**config.mk**
```make
export PLATFORM = sky130hd
export DESIGN_NAME = ldl_cdc_edge_filter
export DESIGN_NICKNAME = d
export VERILOG_FILES = /design/src/rtl/ldl_cdc_edge_filter.sv
export SDC_FILE = /design/constraint.sdc
export NUM_CORES = 1
export LEC_CHECK = 0
export CORE_MARGIN = 2
export CORE_UTILIZATION = 35
export DETAILED_ROUTE_END_ITERATION = 8
export PLACE_DENSITY = 0.62
export SLEW_MARGIN = 10
export SYNTH_ARGS = -nofsm -noshare
export SYNTH_HDL_FRONTEND = slang
export SYNTH_SLANG_ARGS = --single-unit
```
**constraint.sdc**
```tcl
create_clock -name clk -period 1.44 [get_ports clk]
set_input_delay 0.144 -clock clk [delete_from_list [all_inputs] [get_ports clk]]
set_output_delay 0.144 -clock clk [all_outputs]
set_load 0.01 [all_outputs]
```
**src/rtl/ldl_cdc_edge_filter.sv**
```systemverilog
// Glitch filter for a synchronized single-bit level: a change is accepted after FILTER equal samples.
// Optional accepted-edge counter is built when LDL_CDC_EDGE_FILTER_CNT_EN is defined.
module ldl_cdc_edge_filter #(
    parameter int   FILTER = 4,
    parameter logic INIT   = 1'b0,
    parameter int   CNT_W  = 8
) (
    input  logic             clk,
    input  logic             rst_n,
    input  logic             din,
    output logic             dout,
    output logic             rise,
    output logic             fall,
    output logic             edge_p,
    output logic             glitch,
    input  logic             cnt_clr,
    output logic [CNT_W-1:0] edge_cnt
);

    localparam int RUN_W = ($clog2(FILTER + 1) < 1) ? 1 : $clog2(FILTER + 1);

    typedef enum logic [1:0] {
        STABLE_LOW,
        CHK_HIGH,
        STABLE_HIGH,
        CHK_LOW
    } state_t;

    localparam state_t           RESET_STATE = INIT ? STABLE_HIGH : STABLE_LOW;
    localparam logic [RUN_W-1:0] LAST        = RUN_W'(FILTER - 1);
    localparam logic [RUN_W-1:0] ONE         = RUN_W'(1);

    state_t           state, state_nx;
    logic [RUN_W-1:0] run, run_nx;
    logic             dout_nx, rise_nx, fall_nx, glitch_nx;

    always_ff @(posedge clk or negedge rst_n) begin
        if (!rst_n) begin
            state  <= RESET_STATE;
            run    <= '0;
            dout   <= INIT;
            rise   <= 1'b0;
            fall   <= 1'b0;
            edge_p <= 1'b0;
            glitch <= 1'b0;
        end else begin
            state  <= state_nx;
            run    <= run_nx;
            dout   <= dout_nx;
            rise   <= rise_nx;
            fall   <= fall_nx;
            edge_p <= rise_nx | fall_nx;
            glitch <= glitch_nx;
        end
    end

    always_comb begin
        state_nx  = state;
        run_nx    = run;
        dout_nx   = dout;
        rise_nx   = 1'b0;
        fall_nx   = 1'b0;
        glitch_nx = 1'b0;
        case (state)
            STABLE_LOW: begin
                if (din) begin
                    if (FILTER == 1) begin
                        state_nx = STABLE_HIGH;
                        dout_nx  = 1'b1;
                        rise_nx  = 1'b1;
                    end else begin
                        state_nx = CHK_HIGH;
                        run_nx   = ONE;
                    end
                end
            end
            CHK_HIGH: begin
                if (!din) begin
                    state_nx  = STABLE_LOW;
                    run_nx    = '0;
                    glitch_nx = 1'b1;
                end else if (run == LAST) begin
                    state_nx = STABLE_HIGH;
                    run_nx   = '0;
                    dout_nx  = 1'b1;
                    rise_nx  = 1'b1;
                end else begin
                    run_nx = run + ONE;
                end
            end
            STABLE_HIGH: begin
                if (!din) begin
                    if (FILTER == 1) begin
                        state_nx = STABLE_LOW;
                        dout_nx  = 1'b0;
                        fall_nx  = 1'b1;
                    end else begin
                        state_nx = CHK_LOW;
                        run_nx   = ONE;
                    end
                end
            end
            CHK_LOW: begin
                if (din) begin
                    state_nx  = STABLE_HIGH;
                    run_nx    = '0;
                    glitch_nx = 1'b1;
                end else if (run == LAST) begin
                    state_nx = STABLE_LOW;
                    run_nx   = '0;
                    dout_nx  = 1'b0;
                    fall_nx  = 1'b1;
                end else begin
                    run_nx = run + ONE;
                end
            end
            default: begin
                state_nx = RESET_STATE;
                run_nx   = '0;
            end
        endcase
    end

`ifdef LDL_CDC_EDGE_FILTER_CNT_EN
    // Counts the registered edge_p, so edge_cnt lags the pulse by one cycle; clear has priority.
    always_ff @(posedge clk or negedge rst_n) begin
        if (!rst_n) begin
            edge_cnt <= '0;
        end else if (cnt_clr) begin
            edge_cnt <= '0;
        end else if (edge_p && (edge_cnt != {CNT_W{1'b1}})) begin
            edge_cnt <= edge_cnt + CNT_W'(1);
        end
    end
`else
    logic unused_cnt_clr;
    assign unused_cnt_clr = cnt_clr;
    assign edge_cnt       = '0;
`endif

endmodule

```
Yosys cells after proc, flatten, opt, wreduce, memory -nomap -nowiden
Cells that the tools add are included.

word-level totals
  register bits after elaboration = 10
  latch bits = 0
  bits in writable memories = 0
  bits in read-only memories = 0
  input port bits = 4
  output and inout bits = 13
  logic and storage cells = 52
  memories = 0

cells by class
  add/subtract/negate cells = 1
  multiply operators = 0
  div/mod/pow operators = 0
  magnitude comparators = 0
  equal/unequal tests = 12
  shift-type cells = 0
  muxes and demuxes = 26
  bitwise logic cells = 1
  reduce and logical (&&, ||, !) cells = 5

operators with widths
  kind                                                                   number
  3-bit two-way mux                                                      5
  2-bit two-way mux                                                      6
  2-bit inequality test, second input constant                           6
  3-bit case mux with 4 select lines                                     1
  1-bit two-way mux                                                      11
  2-bit case mux with 4 select lines                                     1
  3-bit inequality test, second input constant                           2
  5-bit AND reduction                                                    1
  2-bit equality test, second input constant                             2
  1-bit case mux with 2 select lines                                     2
  4-bit AND reduction                                                    1
  3-bit by 1-bit adder with 3-bit output, second input constant          1
  3-bit by 2-bit equality test with 1-bit output, second input constant  1
  2-bit by 1-bit equality test with 1-bit output, second input constant  1
  2-bit zero test                                                        1
  2-bit AND reduction                                                    1
  2-bit nonzero test                                                     1
  1-bit OR                                                               1

Logic depth before layout (Yosys ltp)
Gate-level depths: netlist of run 1.

  depth in word-level cells = 5
  gate-level depth with buffers = 4
  gate-level depth less buffers = 4

Worst setup path before layout of run 1
Ideal clock, no wire load.

  path kind = reg-to-reg
  start = register run[0]
  end = register dout
  setup time = 130 ps
  data arrival time = 979 ps
  data required time = 1,310 ps
  slack = 331 ps
  cell stages (with the launch flop) = 5
  path buffers = 0
  clock period less this slack = 1,109 ps
  cell sequence = dfrtp_1 ha_1 and3b_1 a21oi_1 o21ai_0

on the way
  longest elaborated chain between the ends = 3
  elaborated cells on any way between the ends = 4
  those cells by class = 3 x eq/ne; 1 x reduce/logical

RTL lines
  what                                              line     source
  start: declaration                                34       logic [RUN_W-1:0] run, run_nx;
  start signal: assignment                          48       run <= run_nx;
  3-bit by 2-bit equality test with 1-bit output *  82, 108
  2-bit inequality test (no source line)            --
  5-bit AND reduction (no source line) *            --
  end signal: assignment                            49       dout <= dout_nx;
  end: declaration                                  11       output logic dout,

Mark *: on every way between the ends. The rest lies on a longest branch, timed or not.
A chain may end at the register's enable or synchronous reset.

Worst setup path in the final report of run 1
  start = register dout
  end = output port dout

No word-level cell between the ends.

==> metrics.cfg, run 1 <==
[yosys]
synthCells=45
yosysWarnings=0
seq_area_frac_synth_pct=51.28
yosys.area.top_type=dfrtp_1
synth_cell_types=20
synth-seq-cells=10
synth_area_um2=488.0
yosysTopAreaCellShare_pct=51.28
netlist_top_cells_area=dfrtp_1 51%, buf_4 12%, nand2_1 3.8%
syn_area_per_cell_um2=10.84

[setup_path]
critPathMaxStageDelay_ps=540
timing.rr.start=run[0]
cpMaxStageDelayCell=clkdlybuf4s50_1
crit_arrival_ps=1150
rrSetupSlack_ps=250
worst_ep_required_time_ps=1300
end_kind=output port
cp-start-kind=flop
crit_type=flop to output port
crit_start=dout
path_max_fanout=3
cp_num_buf_inv=1
r2r_cells=4
cp_top_family=buffers and inverters
crit_chain=clkdlybuf4s50_1
rr_endpoint=dout

[timing]
worst_slack_ps=143.1
fin_crit_ps=1297
finalHoldViolCount=0
worst_hold_slack_ps=205.7
final-setup-viol-count=0
rsz0062_at_grt=no
fin_tns_setup_ps=0
slew_viol_final=0
skew_ps=1.190
fin_crit_sh_pct=90.06
fmax_ghz=0.7711

[drt]
drc_errors=0
vias=318
postRouteAntennaNets=0
drtIter0Drc=1
via_per_inst=4.479
wire_per_inst_um=9.761
dr.pass1.iters=2
postRouteWirelength_um=693

[placed_design]
dpl-instance-area_um2=558.0
port_buffers=7
gp_congestion=0.6762
dp.final_hpwl_um=524.8
dp_slack_ps=118.9

[clock_network]
cts_hold_buffers=0
cts_tree=built
cts_resized=0
cts_buffers=3
cts-root-buf=clkbuf_4
cts_setup_buffers=0
insertion_delay_ps=250
clock_sinks=10
clock_path_buffers=2
clk_pin_slew_ps=60
cts-htree-levels=1

[final_layout]
ff_latch_area_um2=250.2
num-fill-cells=134
layout.nets=63
antenna_cells=0
fin_area_um2=580.6
syn_to_final_growth_pct=18.97
drive_above_1_share_pct=16.07
multi_input_area_um2=200.2

[die]
fp.dieW_um=41.34
initial_core_util_pct=37.50
die_y_um=41.34
io_pins=17
rows=13
dieArea_um2=1709
core_area_um2=1301

[pwr]
leakage_nw=0.2823
vdd_drop_max_mv=0.4627
powerDensity_nw_per_um2=1644

[grt]
grt_pass1_wl_mm=1.117
grt_max_degree=11
grt_pass1_vias=251
grt_usage_pct=11.12
grt-ovfl-total=0
antenna_found_initial=0

[run_status]
status=finished, final reports clean

[min_path]
hold_path_class=primary input to async pin

[run]
maxCapViolCount=0

synthesized netlist by cell type:
library cell and count:
and2_2 1, a21oi_1 2, nor2b_1 1, inv_1 1
and3b_1 1, nand2_1 5, buf_4 8, xnor2_2 1
conb_1 1, nor2b_4 1, nor3b_1 1, nor3_1 1
nor3b_2 1, dfrtp_1 10, o21ai_0 2, o21a_1 2
o21bai_1 1, ha_1 1, nand3b_1 1, nor2_1 3
power breakdown:
| part | total (W) | switching (W) | internal [W] |
|---|---|---|---|
| Sequential | 0.000438 | 0.0000829 | 0.000355 |
| Combinational | 0.000335 | 0.000142 | 0.000193 |
| Clock | 0.000181 | 0.0000848 | 0.0000960 |
area by class of cell:
type                            instances  share of cell area [%]
Clock buffer                            3                   3.879
Inverter                                1                  0.6466
Multi-Input combinational cell         33                   34.48
Sequential cell                        10                   43.10
Tap cell                               15                   3.233
Timing Repair Buffer                    9                   14.66
per-stage QoR:
step           utilization, %  cells  power (W)
5_1_grt                 44.62     71   0.001043
3_3_place_gp            42.88     68  0.0007743
4_1_cts                 44.62     71  0.0009706
3_5_place_dp            42.88     68  0.0007855
2_1_floorplan               -     52  0.0006730
6_report                44.62     71  0.0009545
layer usage:
layer	GRT usage (%)	vias up	wire (um)
met4	12.10	0	20
met1	13.36	149	299
met5	0	-	0
met2	14.84	12	332
li1	-	155	-
met3	3.191	2	40
layout by cell type (no fill, tap or decap):
master            n
o21ai_0           2
dfrtp_1          10
nor3b_2           1
conb_1            8
o21a_1            2
nand2_1           5
a21oi_1           2
nor2b_1           1
nor2_1            3
and3b_1           1
clkdlybuf4s50_1   7
nor3_1            1
o21bai_1          1
xnor2_2           1
buf_4             2
nor2b_4           1
clkbuf_4          3
inv_1             1
nand3b_1          1
ha_1              1
nor3b_1           1
and2_2            1
logic make-up after synthesis:
group | after synthesis | share of synthesized area (%)
and+or+nand+nor | 16 | 20.26
other | 1 | 0.7685
AOI/OAI and AO/OA | 7 | 8.718
adders and majority gates | 1 | 2.564
xor gates and xnor gates | 1 | 3.334
buffers and inverters | 9 | 13.08
DFF | 10 | 51.28
flip-flops by register name, summed over array words and instances, names as in the netlist, named ones only:
| name | cells |
|---|---|
| rise | 1 |
| glitch | 1 |
| state | 1 |
| fall | 1 |
| run | 3 |
| edge_p | 1 |
| dout | 1 |
how the worst max path moves through the flow:
stage                         to  slack (ps)  cells after the start
after floorplan             dout         330                      4
after global placement    run[2]         120                      5
after detailed placement  run[2]         120                      5
after CTS                   dout         130                      1
after global routing        dout          80                      1
final                       dout         140                      1
Note: power is estimated with default switching activity, not from simulation.
==> inputs of run 2 (changes only) <==
--- a/config.mk
+++ b/config.mk
@@ -9,6 +9,7 @@
 export CORE_UTILIZATION = 35
 export DETAILED_ROUTE_END_ITERATION = 8
 export PLACE_DENSITY = 0.62
+export SKIP_CTS_REPAIR_TIMING = 1
 export SLEW_MARGIN = 10
 export SYNTH_ARGS = -nofsm -noshare
 export SYNTH_HDL_FRONTEND = slang
==> constraint.sdc (replaced) <==
create_clock -name clk -period 1.3 [get_ports clk]
set_input_delay 0.13 -clock clk [delete_from_list [all_inputs] [get_ports clk]]
set_output_delay 0.13 -clock clk [all_outputs]
set_load 0.01 [all_outputs]
==> metrics.cfg, run 2 (synthesis gave the netlist of run 1 again) <==
[pwr]
p_int_w=0.0007162
p_sw_share_pct=33.21
finalPower_w=0.001072
combPwrFrac_pct=35.5
powerDensity_nw_per_um2=1831
clkPwrFrac_pct=19.2
switchingPower_w=0.0003561
vdd_drop_max_mv=0.5095
leakage_nw=0.2802
share_seq_of_total_power_pct=45.3

[clock_network]
cts_buffers=3
clk_pin_slew_ps=60
insertion_delay_ps=260
clock_path_buffers=2
clock_sinks=10
cts_tree=built
cts-root-buf=clkbuf_4
cts-htree-levels=1

[timing]
fmax_ghz=0.8092
fin_crit_ps=1236
slew_viol_final=0
skew_ps=1.249
fin_tns_setup_ps=0
finalHoldViolCount=0
fin_crit_sh_pct=95.06
rsz0062_at_grt=no
final-setup-viol-count=0

[placed_design]
port_buffers=7
dp.final_hpwl_um=543.6
gp_congestion=0.6823
dpl-instance-area_um2=558.0

[setup_path]
worst_ep_required_time_ps=1170
cpMaxStageDelayCell=clkdlybuf4s50_1
cp-start-kind=flop
path_max_fanout=1
end_kind=output port
crit_arrival_ps=1110
crit_chain=clkdlybuf4s50_1
crit_type=flop to output port
cp_top_family=buffers and inverters
cp_num_buf_inv=1
critPathMaxStageDelay_ps=520

[grt]
grt_usage_pct=11.68
grt_pass1_vias=261
grt_pass1_wl_mm=1.200
grt_max_degree=11
antenna_found_initial=0
grt-ovfl-total=0

[final_layout]
regMostFlops=run
utilization_pct=45.00
final_cell_mix=10 x dfrtp_1, 8 x conb_1, 6 x clkdlybuf4s50_1, 5 x nand2_1
antenna_cells=0
layout.nets=63
syn_to_final_growth_pct=20.00
largest_register_ffs=3
drive_above_1_share_pct=17.86
fin_area_um2=585.6
final_common_cell=dfrtp_1

[drt]
drtIter0Drc=5
vias=312
wire_per_inst_um=10.46
dr.pass1.iters=3
postRouteAntennaNets=0
drc_errors=0
postRouteWirelength_um=743
via_per_inst=4.394

[die]
die_y_um=41.34
core_area_um2=1301
initial_core_util_pct=37.50
dieArea_um2=1709
io_pins=17
fp.dieW_um=41.34
rows=13

[run_status]
status=finished, final reports clean

[min_path]
hold_path_class=primary input to async pin

[run]
maxCapViolCount=0

[run 2: area by class of cell]
type | count | area, um2
tap | 15 | 18.77
multi-input combinational | 33 | 202.7
sequential | 10 | 250.2
timing repair buffer | 9 | 87.58
inverter | 1 | 3.754
fill | 139 | 715.7
clock buffer | 3 | 22.52
[run 2: power by group through the flow]
| stage | registers [W] | clock network, W | logic, W |
|---|---|---|---|
| final | 0.000485 | 0.000206 | 0.000381 |
| after global routing | 0.000495 | 0.000232 | 0.000430 |
| after CTS | 0.000483 | 0.000208 | 0.000382 |
| after detailed placement | 0.000489 | 0 | 0.000380 |
| after global placement | 0.000490 | 0 | 0.000372 |
| after floorplan | 0.000484 | 0 | 0.000261 |
[run 2: final timing paths]
path / cells after the start / endpoint / startpoint / slack [ps]
min: 1 / state[0] / rst_n / 190
min reg2reg: 1 / run[2] / run[2] / 530
max in group asynchronous: 1 / dout / rst_n / 800
max reg2reg: 4 / dout / run[0] / 120
max: 1 / glitch / glitch / 60
min in group clk: 1 / run[2] / run[2] / 530
[run 2: through the flow]
step	hold slack, ps	cells	worst slack [ps]
final	188.5	71	64.22
after global placement	474.9	68	35.24
after global routing	210.0	71	0.5201
after detailed placement	480.3	68	20.79
after CTS	205.3	71	8.221
after floorplan	-165.6	52	190.9
[run 2: layer usage]
| metal | global-route usage [%] | routed length [um] | share of wire (%) |
|---|---|---|---|
| met5 | 0 | 0 | 0 |
| met4 | 12.10 | 20 | 2.7 |
| met3 | 3.191 | 29 | 3.9 |
| met2 | 14.45 | 344 | 46 |
| met1 | 15.31 | 348 | 47 |
==> inputs of run 3 (changes only) <==
--- a/config.mk
+++ b/config.mk
@@ -8,7 +8,7 @@
 export CORE_MARGIN = 2
 export CORE_UTILIZATION = 35
 export DETAILED_ROUTE_END_ITERATION = 8
-export PLACE_DENSITY = 0.62
+export PLACE_DENSITY = 0.64
 export SKIP_CTS_REPAIR_TIMING = 1
 export SLEW_MARGIN = 10
 export SYNTH_ARGS = -nofsm -noshare
==> constraint.sdc (replaced) <==
create_clock -name clk -period 1.05 [get_ports clk]
set_input_delay 0.105 -clock clk [delete_from_list [all_inputs] [get_ports clk]]
set_output_delay 0.105 -clock clk [all_outputs]
set_load 0.01 [all_outputs]
==> metrics.cfg, run 3 (synthesis gave the netlist of run 1 again) <==
[run_status]
status=complete, but fails checks
violations=setup timing

[clock_network]
insertion_delay_ps=270
clk_pin_slew_ps=70
cts-root-buf=clkbuf_4
cts_buffers=3
cts-htree-levels=1
clock_path_buffers=2
cts_tree=built
clock_sinks=10

[drt]
dr.pass1.iters=4
drtIter0Drc=5
drc_errors=0
postRouteAntennaNets=0
postRouteWirelength_um=906
wire_per_inst_um=11.62
wirelength_met1_um=320
wl_met3_um=65
vias=359
wl_met2_um=502
via_per_inst=4.603
highest_layer=met4

[min_path]
hold_path_class=primary input to async pin

[placed_design]
port_buffers=7
dp.cells=74
dp.final_hpwl_um=613.7
dpl-instance-area_um2=615.6
gp_congestion=0.7263

[setup_path]
path_max_fanout=4
critPathMaxStageDelay_ps=400
crit_type=flop to flop
cp-start-kind=flop
end_kind=flop
crit_chain=ha_4 > nor2b_1 > nor3_2 > o21bai_1
cpMaxStageDelayCell=dfrtp_1
crit_arrival_ps=1310
worst_ep_required_time_ps=1210

[run]
maxCapViolCount=0

[grt]
grt_pass1_vias=311
grt_pass1_wl_mm=1.228
grt_usage_pct=12.11
antenna_found_initial=0
grt-ovfl-total=0
grt_max_degree=11

[timing]
worst_hold_slack_ps=123.4
finalHoldViolCount=0
fmax_ghz=0.8641
worst_slack_ps=-107.3
fin_crit_sh_pct=110.2
final-setup-viol-count=4
skew_ps=2.744
rsz0062_at_grt=yes
slew_viol_final=0
fin_tns_setup_ps=-228.9
fin_crit_ps=1157

[final_layout]
final_cell_mix=9 x dfrtp_1, 8 x conb_1, 7 x buf_4, 5 x nand2_1, 5 x dlymetal6s2s_1
final-instance-count-excl-fill=78
antenna_cells=0
largest_register_ffs=3
layout.nets=69
final_common_cell=dfrtp_1
regMostFlops=run
drive_above_1_share_pct=33.33
num-fill-cells=129
syn_to_final_growth_pct=42.82
fin_area_um2=696.9

[die]
core_area_um2=1301
dieArea_um2=1709
initial_core_util_pct=37.50
fp.dieW_um=41.34
io_pins=17
die_y_um=41.34
rows=13

[pwr]
powerDensity_nw_per_um2=2418
vdd_drop_max_mv=0.9612
leakage_nw=0.3882

[run 3: cell types whose count changed in the layout (fill, tap and decap cells not counted), sizes merged]
cell / before / now
dlymetal6s2s: 1 / 5
buf: 2 / 8
clkdlybuf4s50: 6 / 2
clkbuf: 3 / 4
[run 3: final cells by class]
type | instances | area (um2) | share of cell area, %
Clock buffer | 4 | 36.28 | 5.206
Inverter | 1 | 3.754 | 0.5386
Multi-Input combinational cell | 33 | 240.2 | 34.47
Sequential cell | 10 | 251.5 | 36.09
Tap cell | 15 | 18.77 | 2.693
Timing Repair Buffer | 15 | 146.4 | 21.01
[run 3: through the flow]
stage | util [%] | power [W] | worst slack (ps)
floorplan | - | 0.0009490 | 3.171
global placement | 47.31 | 0.001217 | -230.3
detailed placement | 47.31 | 0.001248 | -240.1
CTS | 50.10 | 0.001603 | -231.2
global route | 53.56 | 0.001791 | -137.7
finish | 53.56 | 0.001685 | -107.3
[run 3: layer usage]
layer,vias to the layer above,global-route usage [%]
li1,171,-
met1,172,12.33
met2,14,20.70
met3,2,4.787
met4,0,7.258
met5,-,0
[run 3: report_power, final]
group | internal [W] | leakage (nW) | switching, W
clock | 0.000211 | 0.0210 | 0.000144
combinational | 0.000423 | 0.242 | 0.000302
sequential | 0.000492 | 0.125 | 0.000114
[run 3: worst max-delay path, delay by kind of cell (launching register included)]
family | cells | cell delay, ps
and+or+nand+nor | 2 | 320
adders and majority gates | 1 | 170
AOI/OAI and AO/OA | 1 | 150
DFF | 1 | 400
[run 3: worst paths after layout]
check / startpoint / depth (start not counted) / slack [ps] / to
min: rst_n / 2 / 120 / fall
max in group asynchronous: rst_n / 2 / 780 / async pin
max: run[1] / 4 / -110 / run[1]
min in group clk: run[2] / 1 / 550 / run[2]
max reg2reg: run[1] / 4 / -110 / run[1]
min reg2reg: run[2] / 1 / 550 / run[2]
